### src/rtl/pos_arbiter.sv
`default_nettype none
`timescale 1ns/1ps
// ============================================================================
//  Module   : pos_arbiter
//  Purpose  : Frame-synchronous round-robin arbiter sharing the on-screen
//             object position between two position sources. Once per frame,
//             on the rising edge of vblnk, it grants at most one requester,
//             captures its coordinates through a valid/ready handshake,
//             clamps them to the visible area and commits them atomically.
//             The committed outputs only change during vertical blanking.
//  Ports    : pclk                 pixel clock, rising-edge logic
//             rst_n                asynchronous active-low reset
//             vblnk                vertical blank, synchronous to pclk
//             reqN_valid/x/y       requester N position offer (N = 0, 1)
//             reqN_ready           one-cycle accept strobe for requester N
//             xpos_out, ypos_out   committed position
//             owner                requester that made the last commit
//             frame_tick           pulse when a frame's arbitration completes
//  Revision : 1.0  initial release
// ============================================================================
module pos_arbiter #(
    parameter int unsigned X_LIM = 752,
    parameter int unsigned Y_LIM = 536
) (
    input  logic        pclk,
    input  logic        rst_n,
    input  logic        vblnk,
    input  logic        req0_valid,
    input  logic [11:0] req0_x,
    input  logic [11:0] req0_y,
    output logic        req0_ready,
    input  logic        req1_valid,
    input  logic [11:0] req1_x,
    input  logic [11:0] req1_y,
    output logic        req1_ready,
    output logic [11:0] xpos_out,
    output logic [11:0] ypos_out,
    output logic        owner,
    output logic        frame_tick
);

    localparam logic [11:0] X_MAX = 12'(X_LIM);
    localparam logic [11:0] Y_MAX = 12'(Y_LIM);

    typedef enum logic [1:0] {
        IDLE   = 2'd0,
        ARB    = 2'd1,
        ACK    = 2'd2,
        COMMIT = 2'd3
    } state_t;

    state_t      state_q, state_d;
    logic        vblnk_q;
    logic        rr_q, rr_d;
    logic        win_q, win_d;
    logic        win_vld_q, win_vld_d;
    logic        rdy0_q, rdy0_d;
    logic        rdy1_q, rdy1_d;
    logic        tick_q, tick_d;
    logic [11:0] xpos_q, xpos_d;
    logic [11:0] ypos_q, ypos_d;
    logic        owner_q, owner_d;

    logic        start;
    logic        sel_valid;
    logic [11:0] sel_x;
    logic [11:0] sel_y;
    logic [11:0] clamp_x;
    logic [11:0] clamp_y;

    // Only the rising edge of vblnk starts a frame, so a held vblnk never
    // retriggers arbitration.
    assign start = vblnk & ~vblnk_q;

    // Offer of the registered winner, sampled while its ready is high.
    assign sel_valid = win_q ? req1_valid : req0_valid;
    assign sel_x     = win_q ? req1_x     : req0_x;
    assign sel_y     = win_q ? req1_y     : req0_y;
    assign clamp_x   = (sel_x > X_MAX) ? X_MAX : sel_x;
    assign clamp_y   = (sel_y > Y_MAX) ? Y_MAX : sel_y;

    always_comb begin
        state_d   = state_q;
        rr_d      = rr_q;
        win_d     = win_q;
        win_vld_d = win_vld_q;
        rdy0_d    = 1'b0;
        rdy1_d    = 1'b0;
        tick_d    = 1'b0;
        xpos_d    = xpos_q;
        ypos_d    = ypos_q;
        owner_d   = owner_q;

        case (state_q)
            IDLE: begin
                if (start) begin
                    state_d = ARB;
                end
            end
            ARB: begin
                if (!vblnk) begin
                    state_d = IDLE;
                end else begin
                    win_vld_d = req0_valid | req1_valid;
                    // Contention resolves to rr; a lone requester always wins.
                    win_d     = (req0_valid & req1_valid) ? rr_q : req1_valid;
                    rdy0_d    = win_vld_d & ~win_d;
                    rdy1_d    = win_vld_d &  win_d;
                    state_d   = ACK;
                end
            end
            ACK: begin
                if (!vblnk) begin
                    state_d = IDLE;
                end else begin
                    // Capture and commit share the edge leaving ACK, so the
                    // new position appears together with frame_tick.
                    tick_d = 1'b1;
                    if (win_vld_q && sel_valid) begin
                        xpos_d  = clamp_x;
                        ypos_d  = clamp_y;
                        owner_d = win_q;
                        rr_d    = ~win_q;
                    end
                    state_d = COMMIT;
                end
            end
            COMMIT: begin
                state_d = IDLE;
            end
            default: begin
                state_d = IDLE;
            end
        endcase
    end

    always_ff @(posedge pclk or negedge rst_n) begin
        if (!rst_n) begin
            state_q   <= IDLE;
            vblnk_q   <= 1'b0;
            rr_q      <= 1'b0;
            win_q     <= 1'b0;
            win_vld_q <= 1'b0;
            rdy0_q    <= 1'b0;
            rdy1_q    <= 1'b0;
            tick_q    <= 1'b0;
            xpos_q    <= 12'd0;
            ypos_q    <= 12'd0;
            owner_q   <= 1'b0;
        end else begin
            state_q   <= state_d;
            vblnk_q   <= vblnk;
            rr_q      <= rr_d;
            win_q     <= win_d;
            win_vld_q <= win_vld_d;
            rdy0_q    <= rdy0_d;
            rdy1_q    <= rdy1_d;
            tick_q    <= tick_d;
            xpos_q    <= xpos_d;
            ypos_q    <= ypos_d;
            owner_q   <= owner_d;
        end
    end

    assign req0_ready = rdy0_q;
    assign req1_ready = rdy1_q;
    assign frame_tick = tick_q;
    assign xpos_out   = xpos_q;
    assign ypos_out   = ypos_q;
    assign owner      = owner_q;

endmodule
`default_nettype wire

### config.mk
export PLATFORM = sky130hd
export DESIGN_NAME = pos_arbiter
export DESIGN_NICKNAME = d
export VERILOG_FILES = /design/src/rtl/pos_arbiter.sv
export SDC_FILE = /design/constraint.sdc
export NUM_CORES = 1
export LEC_CHECK = 0
export CORE_UTILIZATION = 44
export CTS_CLUSTER_SIZE = 16
export DETAILED_ROUTE_END_ITERATION = 7
export PLACE_DENSITY = 0.84
export REMOVE_ABC_BUFFERS = 1
export SYNTH_ARGS = -nofsm -noshare
export SYNTH_HDL_FRONTEND = slang
export SYNTH_SLANG_ARGS = --single-unit
### constraint.sdc
create_clock -name pclk -period 4.68 [get_ports pclk]
set_input_delay 0.702 -clock pclk [delete_from_list [all_inputs] [get_ports pclk]]
set_output_delay 0.702 -clock pclk [all_outputs]
set_load 0.005 [all_outputs]
=== Word-level counts from Yosys, hierarchy flattened ===
Index checks and enable logic that the tools add are counted.

* Input bits: 53
* Bits in registers: 34
* Output and inout bits: 28
* Word-level logic and storage cells: 45

* Bitwise logic cells: 8
* $lt $le $gt $ge: 2
* Equal/unequal tests: 4
* Reductions and logical operators: 4
* Multiplexer cells: 16

{| class="wikitable"
|+ Operators by type and width
! operator !! count
|-
| $mux 12 || 4
|-
| $gt 12x10->1 const B || 2
|-
| $mux 1 || 8
|-
| $pmux 2 s4 || 1
|-
| $mux 2 || 3
|-
| $and 1x1->1 || 4
|-
| $eq 2x2->1 const B || 2
|-
| $not 1->1 || 3
|-
| $reduce_and 3->1 || 1
|-
| $eq 2x1->1 const B || 1
|-
| $logic_not 2->1 || 1
|-
| $ne 2x2->1 const B || 1
|-
| $reduce_and 2->1 || 1
|-
| $logic_and 1x1->1 || 1
|-
| $or 1x1->1 || 1
|}

=== Longest topological paths before layout ===
Gate-level depths: netlist (run 1).

* Word-level depth: 6
* Depth in mapped cells: 7
* Mapped depth without buffers: 5

=== Worst setup path before layout (run 1) ===
Ideal clock, no wire load.

* Path kind: in2reg
* From: in req1_x[0]
* To: reg xpos_q[0] (netlist: xpos_out[0])
* Required time: 4.593 ns
* Path buffers: 0
* Data arrival time: 1.659 ns
* Path slack: 2.934 ns
* Stages on the path: 5
* Library setup time: 0.087 ns
* Cells stage by stage: nor4_1 -> a22o_1 -> a21oi_1 -> o31a_4 -> a211oi_2

* Longest elaborated chain between the ends: 3

{| class="wikitable"
|+ Ends and longest elaborated chain
! what !! line !! RTL
|-
| start, declared || 33 || <nowiki>input logic [11:0] req1_x,</nowiki>
|-
| $mux 12 (*) || 77 || <nowiki>assign sel_x = win_q ? req1_x : req0_x;</nowiki>
|-
| $gt 12x10->1 || 79 || <nowiki>assign clamp_x = (sel_x > X_MAX) ? X_MAX : sel_x;</nowiki>
|-
| $mux 12 (*) || 79 ||
|-
| end signal, assigned || 159 || <nowiki>xpos_q <= xpos_d;</nowiki>
|-
| end, declared || 60 || <nowiki>logic [11:0] xpos_q, xpos_d;</nowiki>
|}

Mark *: on every way between the ends. The rest lies on a longest branch, timed or not.
A chain may end at the register's enable or synchronous reset.

=== Worst setup path after layout (run 1) ===
* From: in vblnk
* To: reg xpos_q[3] (netlist: xpos_out[3])

* Longest elaborated chain between the ends: 1

{| class="wikitable"
|+ Ends and longest elaborated chain
! what !! line !! RTL
|-
| start, declared || 27 || <nowiki>input logic vblnk,</nowiki>
|-
| $reduce_and 3->1 (no source line) || - ||
|}

Every way passes these cells.

==> metrics.cfg, run 1 <==
[grt]
grt_pass1_vias = 1481
grt_max_degree = 38
grt_pass1_wl_um = 6900
grtUsageTotal_pct = 21.5
gr-total-overflow = 0
antenna_found_initial = 0

[drt]
ant_nets = 0
viasPerCell = 5.15
dr_total_vias = 1503
wirelength_um = 4070
drtIter0Drc = 55
drcViolationCount = 0
first_pass_iters = 4
wl_per_cell_um = 13.9

[setup_path]
start_kind = input pin
required_ns = 4.81
r2r_cells = 5
cp_top_family = simple AND/OR/NAND/NOR gates
worstPathCellList = clkdlybuf4s50_1 -> and3b_1 -> and3_1 -> and2_1 -> o31a_4 -> a211oi_2
r2r-start = state_q[0]$_DFFE_PN0P_
cp.arrival_ns = 2.65
rrSetupSlack_ns = 2.67
critPathMaxStageDelay_ns = 0.66
crit_fanout = 21
crit_buf_inv = 1
crit_slowest_cell = and3_1
crit_path_end_kind = register
r2r-end = xpos_out[3]$_DFFE_PN0P_
criticalPathCategory = input pin to register

[outcome]
run_status = completed

[pwr]
p_per_area_nw_per_um2 = 405
ir_drop_mv = 0.257
p_total_mw = 1.08
p_leak_nw = 1.10

[clocking]
cts.sinks = 34
htree_levels = 2
cts_tree = built
hold_buffers = 0
cts-resized-gates = 0
clk_latency_ns = 0.28
root_buffer = clkbuf_8
cts-buffers-inserted = 5
clock_tree.buffer_depth = 2
clk_pin_slew_ns = 0.07
cts_setup_buffers = 0

[sta]
clock_skew_ns = 0.00317
worstMarginPinSlew_ns = 0.755
setup_viol = 0
hold_violations = 0
hold_ws_ns = 0.460
fin_crit_ns = 2.52
rsz0062_at_grt = false
fmax_mhz = 396
final-max-slew-violation-count = 0
maxSlewHeadroom_pct = 49.7
post-route-period-util_pct = 53.9
tns_ns = 0

[cells_and_area]
final_cell_mix = 80 x clkdlybuf4s50_1, 34 x dfrtp_1, 17 x nor2_1, 17 x mux2i_1, 15 x nand2_1
syn2layout_area_growth_pct = 50.9
fillers = 310
nets = 296
diodes = 0
finish.utilization_pct = 71.3
layout_commonest_cell = clkdlybuf4s50_1
drive_gt1_share_pct = 10.2

[logic_synthesis]
synth-seq-cells = 34
ys.flop_type = dfrtp_1
async_flop_share_pct = 100
netlist_top_cells_area = dfrtp_1 48%, mux2i_1 9.6%, nor2_1 3.6%
synth_warnings = 0
syn_area_um2 = 1770
synth_area_leader_cell = dfrtp_1
ys_seq_area_share_pct = 48.1
syn_inst = 162
synth_enable_flop_cells = 0
synth.distinct_cells = 44
syn_area_per_cell_um2 = 10.9
synth_top_area_share_pct = 48.1

[floorplanning]
core_area_um2 = 3740
io_pins = 81
fp.dieH_um = 65.4
rows = 22
fp.dieW_um = 65.4
die_area_um2 = 4280
start_util_pct = 47.2

[hold_path]
min_from = state_q[0]$_DFFE_PN0P_
hold_end = state_q[0]$_DFFE_PN0P_
whs_path_depth = 1
hold_path.class = register to register

[flow_run]
cap_viol_max_count = 0

[place]
hpwl_um = 3110
portBuffers = 80
globalplace.congestion = 0.767

-- layout make-up --
| class | count | area [µm²] | area share (%) |
|---|---|---|---|
| Multi-Input combinational cell | 118 | 842 | 31.6 |
| Inverter | 2 | 7.51 | 0.281 |
| Timing Repair Buffer | 82 | 816 | 30.6 |
| Clock buffer | 7 | 86.3 | 3.24 |
| Tap cell | 48 | 60.1 | 2.25 |
| Sequential cell | 34 | 851 | 31.9 |
| Clock inverter | 1 | 5.00 | 0.188 |
-- synthesized netlist by cell type (all sizes together) (2+ instances only) --
master  number
a211oi      10
a21o         2
a21oi        3
a22o         2
and2         5
and3         2
buf          7
dfrtp       34
inv          2
mux2         3
mux2i       17
nand2       15
nand2b       2
nand3        4
nand3b       2
nor2        18
nor2b        2
nor3         4
nor3b        3
nor4         2
o211ai       3
o21ai        6
o31ai        4
-- report_power, final --
part           leakage (nW)  switching (mW)  internal [mW]
clock                0.0482          0.0995          0.119
sequential            0.440          0.0528          0.379
combinational         0.613           0.164          0.265
total                  1.10           0.317          0.763
-- per-layer routing --
metal  global-route usage [%]  routed length [µm]
met1                     26.7                1810
met4                     8.97                  22
met5                        0                   0
met3                     3.99                 161
met2                     36.5                2070
-- worst max path at each step --
stage	cells past startpoint	endpoint	start
floorplan	5	xpos_out[0]$_DFFE_PN0P_	win_q$_DFFE_PN0P_
global placement	6	xpos_out[2]$_DFFE_PN0P_	vblnk
detailed placement	6	xpos_out[2]$_DFFE_PN0P_	vblnk
CTS	6	xpos_out[3]$_DFFE_PN0P_	vblnk
global route	6	xpos_out[0]$_DFFE_PN0P_	vblnk
finish	6	xpos_out[3]$_DFFE_PN0P_	vblnk
-- stage by stage --
stage	worst slack, ns	cells	instance area, µm²
global route	2.00	292	2670
CTS	2.14	292	2670
floorplan	2.04	154	1700
finish	2.16	292	2670
global placement	1.90	284	2580
detailed placement	1.84	284	2580
-- kinds of logic after synthesis --
logic type             share of synthesized area, %
AO/OA/AOI/OAI                                  16.9
buffers and inverters                          4.25
multiplexers                                   11.7
AND/OR/NAND/NOR                                19.0
flip-flops                                     48.1
-- flip-flops by register name (all words and copies together), names as in the netlist --
name,cells
xpos_out,12
ypos_out,12
state_q,2
frame_tick,1
owner,1
req0_ready,1
req1_ready,1
rr_q,1
vblnk_q,1
win_q,1
win_vld_q,1
Note: power is estimated with default switching activity, not from simulation.
==> inputs of run 2 (changes only) <==
- CORE_UTILIZATION: 44 -> 41
- PLACE_DENSITY: 0.84 -> 0.79
- clock period: 4.68 -> 2.5 ns (I/O delays scaled with it)
==> run 2 against run 1 <==
Cell count up 1.7%. Die area up 7.1%. Clock power up 91%. Final area up 0.89%. Register-to-register slack worse by 2.0 ns. Clock skew up 0.0018 ns. First-iteration DRC count up 13%. Critical path depth down 1. Flip-flop and latch count unchanged. Critical endpoint is now ypos_out[4]$_DFFE_PN0P_. Highest routed layer unchanged.
==> metrics.cfg, run 2 (synthesized netlist as in run 1, its figures left out) <==
[outcome]
run_status = completed

[grt]
gr-total-overflow = 0
grtUsageTotal_pct = 19.0
antenna_found_initial = 0
grt_pass1_vias = 1474
grt_pass1_wl_um = 6470
grt_max_degree = 35

[clocking]
cts_tree = built
clk_latency_ns = 0.28
cts_setup_buffers = 0
hold_buffers = 0
clk_pin_slew_ns = 0.07
htree_levels = 2
root_buffer = clkbuf_8
cts.sinks = 34
cts-buffers-inserted = 5
clock_tree.buffer_depth = 2
cts-resized-gates = 0

[setup_path]
criticalPathCategory = register to register
crit_slowest_cell = mux2_2
crit_fanout = 31
worstPathCellList = buf_4 -> mux2_2 -> nor3b_2 -> a21boi_2 -> a211o_1
required_ns = 2.66
cp.arrival_ns = 1.99
start_kind = register
critPathMaxStageDelay_ns = 0.40
crit_path_end_kind = register

[floorplanning]
fp.dieH_um = 67.7
fp.dieW_um = 67.7
io_pins = 81
core_area_um2 = 4060
rows = 23
start_util_pct = 43.6
die_area_um2 = 4580

[sta]
worst_slack_ns = 0.667
tns_ns = 0
fin_crit_ns = 1.83
clock_skew_ns = 0.00497
fmax_mhz = 546
post-route-period-util_pct = 73.3
setup_viol = 0
final-max-slew-violation-count = 0
maxSlewHeadroom_pct = 51.6
hold_violations = 0
rsz0062_at_grt = false
worstMarginPinSlew_ns = 0.725

[cells_and_area]
layout_commonest_cell = clkdlybuf4s50_1
syn2layout_area_growth_pct = 52.2
final_cell_count_no_fill = 297
final_cell_mix = 79 x clkdlybuf4s50_1, 34 x dfrtp_1, 17 x nor2_1, 17 x mux2i_1, 15 x nand2_1
diodes = 0
nets = 299
drive_gt1_share_pct = 12.1

[place]
globalplace.congestion = 0.763
hpwl_um = 3150
post-place-ws_ns = 0.433
place_inst = 289
portBuffers = 80

[pwr]
pwr-share-comb_pct = 39.9
clock_power_share_pct = 20.7
ir_drop_mv = 0.363
seqPwrFrac_pct = 39.4
p_sw_share_pct = 29.0
switching_power_uw = 585
p_leak_nw = 1.11
p_per_area_nw_per_um2 = 750
p_int_mw = 1.43
p_total_mw = 2.02

[drt]
viasPerCell = 5.19
ant_nets = 0
wl_per_cell_um = 13.7
drtIter0Drc = 62
first_pass_iters = 4
wirelength_um = 4060
dr_total_vias = 1541
drcViolationCount = 0

[hold_path]
hold_path.class = input pin to asynchronous set/reset pin

[flow_run]
cap_viol_max_count = 0

[run 2: cell types whose count changed in the layout (fill, tap and decap cells not counted)]
| cell | change |
|---|---|
| buf_2 | +1 |
| buf_4 | +3 |
| clkbuf_1 | -1 |
| clkdlybuf4s50_1 | -1 |
| clkinvlp_4 | +1 |
[run 2: layout make-up]
type / count / area (µm²)
timing repair buffer: 85 / 833
clock inverter: 2 / 12.5
sequential: 34 / 851
inverter: 2 / 7.51
multi-input combinational: 118 / 842
fill: 330 / 1370
clock buffer: 6 / 82.6
tap: 50 / 62.6
[run 2: worst paths after layout]
path / start / end / slack (ns) / depth (start not counted)
worst max-delay path: win_q$_DFFE_PN0P_ / ypos_out[4]$_DFFE_PN0P_ / 0.67 / 5
worst min-delay path: rst_n / xpos_out[5]$_DFFE_PN0P_ / 0.15 / 1
worst max register to register: win_q$_DFFE_PN0P_ / ypos_out[4]$_DFFE_PN0P_ / 0.67 / 5
worst min register to register: ypos_out[2]$_DFFE_PN0P_ / ypos_out[2]$_DFFE_PN0P_ / 0.48 / 2
max in group asynchronous: rst_n / ypos_out[4]$_DFFE_PN0P_ / 1.89 / 1
min in group pclk: ypos_out[2]$_DFFE_PN0P_ / ypos_out[2]$_DFFE_PN0P_ / 0.48 / 2
[run 2: critical path: cells and delay by family, from the launching register on]
family / cells / cell delay, ns
AND/OR/NAND/NOR: 1 / 0.20
flip-flops: 1 / 0.34
multiplexers: 1 / 0.40
AO/OA/AOI/OAI: 2 / 0.39
buffers and inverters: 1 / 0.37
[run 2: metrics by stage]
stage | cell area, µm² | hold WS, ns | utilization, %
final | 2690 | 0.150 | 66.3
after detailed placement | 2600 | 0.461 | 64.0
after floorplan | 1700 | 0.0794 | -
after global routing | 2690 | 0.211 | 66.3
after global placement | 2600 | 0.441 | 64.0
after CTS | 2690 | 0.178 | 66.3
[run 2: power groups by stage]
stage	Sequential [mW]	Combinational [mW]	Clock [mW]
CTS	0.797	0.817	0.431
global route	0.817	0.885	0.450
detailed placement	0.805	0.816	0
floorplan	0.862	0.297	0
finish	0.795	0.806	0.417
global placement	0.805	0.803	0
[run 2: layer usage]
metal / track usage, % / up-vias / wire, µm
li1: - / 756 / -
met5: 0 / - / 0
met3: 4.73 / 4 / 249
met1: 22.5 / 727 / 1690
met2: 33.3 / 54 / 2090
met4: 6.38 / 0 / 34
==> inputs of run 3 (changes only) <==
- clock period: 2.5 -> 1.7 ns (I/O delays scaled with it)
==> run 3 against run 2 <==
Sequential power rose by 51%. Hold slack improved by 0.30 ns. Largest power group unchanged. Die area did not move.
==> metrics.cfg, run 3 (synthesized netlist as in run 1, its figures left out) <==
[grt]
antenna_found_initial = 0
grt_pass1_wl_um = 6910
gr-total-overflow = 0
grt_pass1_vias = 1523
grtUsageTotal_pct = 20.8
grt_max_degree = 35

[place]
placed_cell_area_um2 = 2710
post-place-ws_ns = -0.241
place_inst = 301
globalplace.congestion = 0.783
portBuffers = 80
hpwl_um = 3390

[sta]
worst_slack_ns = 0.0408
fmax_mhz = 603
clock_skew_ns = 0.00440
setup_viol = 0
fin_crit_ns = 1.66
hold_violations = 0
post-route-period-util_pct = 97.6
rsz0062_at_grt = true
final-max-slew-violation-count = 0
maxSlewHeadroom_pct = 75.4
worstMarginPinSlew_ns = 0.366
tns_ns = 0

[floorplanning]
core_area_um2 = 4060
fp.dieW_um = 67.7
die_area_um2 = 4580
start_util_pct = 43.6
fp.dieH_um = 67.7
rows = 23
io_pins = 81

[setup_path]
cpMostUsedCell = buf_6
crit_slowest_cell = dfrtp_2
crit_path_end_kind = register
start_kind = register
critPathMaxStageDelay_ns = 0.45
required_ns = 1.87
criticalPathCategory = register to register
crit_fanout = 16
cp.arrival_ns = 1.83
rrSetupSlack_ns = 0.04
worstPathCellList = buf_6 -> mux2_2 -> nand3_2 -> buf_6 -> nor2_1 -> a211o_1

[pwr]
seqPwrFrac_pct = 36.6
p_per_area_nw_per_um2 = 1090
pwr-share-comb_pct = 44.4
p_sw_share_pct = 30.0
clock_power_share_pct = 19.0
p_int_mw = 2.29
ir_drop_mv = 0.547
switching_power_uw = 981
p_leak_nw = 1.26

[cells_and_area]
diodes = 0
nets = 318
drive_gt1_share_pct = 21.8
layout_commonest_cell = clkdlybuf4s50_1
final_cell_mix = 79 x clkdlybuf4s50_1, 33 x dfrtp_1, 17 x mux2i_1
finish.utilization_pct = 74.0
fillers = 288
syn2layout_area_growth_pct = 69.9
final_cell_count_no_fill = 316
postLayoutCellArea_um2 = 3000

[clocking]
cts.sinks = 34
htree_levels = 2
clk_latency_ns = 0.29
root_buffer = clkbuf_8
cts_tree = built
clock_tree.buffer_depth = 2
clk_pin_slew_ns = 0.07
cts-buffers-inserted = 5

[drt]
drtIter0Drc = 90
drcViolationCount = 0
wirelength_um = 4740
ant_nets = 0
dr_total_vias = 1659
viasPerCell = 5.25
first_pass_iters = 4
wl_per_cell_um = 15.0

[hold_path]
hold_path.class = input pin to asynchronous set/reset pin

[outcome]
run_status = completed

[flow_run]
cap_viol_max_count = 0

==> run 3: area by class of cell <==
| cell class | count | area (µm²) | share of cell area [%] |
|---|---|---|---|
| Sequential cell | 34 | 852 | 28.4 |
| Timing Repair Buffer | 104 | 1040 | 34.7 |
| Inverter | 2 | 7.51 | 0.250 |
| Tap cell | 50 | 62.6 | 2.08 |
| Multi-Input combinational cell | 118 | 946 | 31.5 |
| Clock buffer | 7 | 86.3 | 2.88 |
| Clock inverter | 1 | 5.00 | 0.167 |
==> run 3: power groups by stage <==
stage	registers [mW]	logic [mW]	clock network, mW
after floorplan	1.27	0.437	0
final	1.20	1.45	0.621
after CTS	1.18	1.32	0.633
after global placement	1.19	1.25	0
after global routing	1.22	1.57	0.671
after detailed placement	1.20	1.28	0
==> run 3: critical path: cells and delay by family, from the launching register on <==
kind	cells	cell delay (ns)
AND/OR/NAND/NOR	2	0.19
buffers and inverters	2	0.30
multiplexers	1	0.34
flip-flops	1	0.45
AO/OA/AOI/OAI	1	0.26
==> run 3: timing repair <==
action | 4_1_cts | 5_1_grt
setup buffers | 3 | 2
hold buffers | 1 | 0
endpoints found under the hold margin | 34 | 0
endpoints found under the setup margin | 4 | 15
pin swaps | 0 | 6
cloned | 0 | 1
gates resized for setup | 2 | 26
==> run 3: per-stage QoR <==
step	hold WS [ns]	total power, mW
floorplan	-0.0406	1.70
global placement	0.226	2.45
detailed placement	0.226	2.47
CTS	0.446	3.13
global route	0.476	3.47
finish	0.449	3.27
==> run 3: per-layer routing <==
layer,share of wire [%],global-route usage [%],vias to the layer above
met1,42,25.5,787
met2,50,33.8,60
met5,0,0,-
li1,-,-,801
met4,1.7,7.45,0
met3,6.0,6.76,11
==> run 3: path summary, 6_finish.rpt <==
check | depth (start not counted) | start | to
min in group pclk | 1 | state_q[0]$_DFFE_PN0P_ | state_q[0]$_DFFE_PN0P_
hold / removal | 3 | rst_n | frame_tick$_DFF_PN0_
hold reg to reg | 1 | state_q[0]$_DFFE_PN0P_ | state_q[0]$_DFFE_PN0P_
max in group asynchronous | 3 | rst_n | win_q$_DFFE_PN0P_
setup / recovery | 6 | win_q$_DFFE_PN0P_ | ypos_out[4]$_DFFE_PN0P_
setup reg to reg | 6 | win_q$_DFFE_PN0P_ | ypos_out[4]$_DFFE_PN0P_
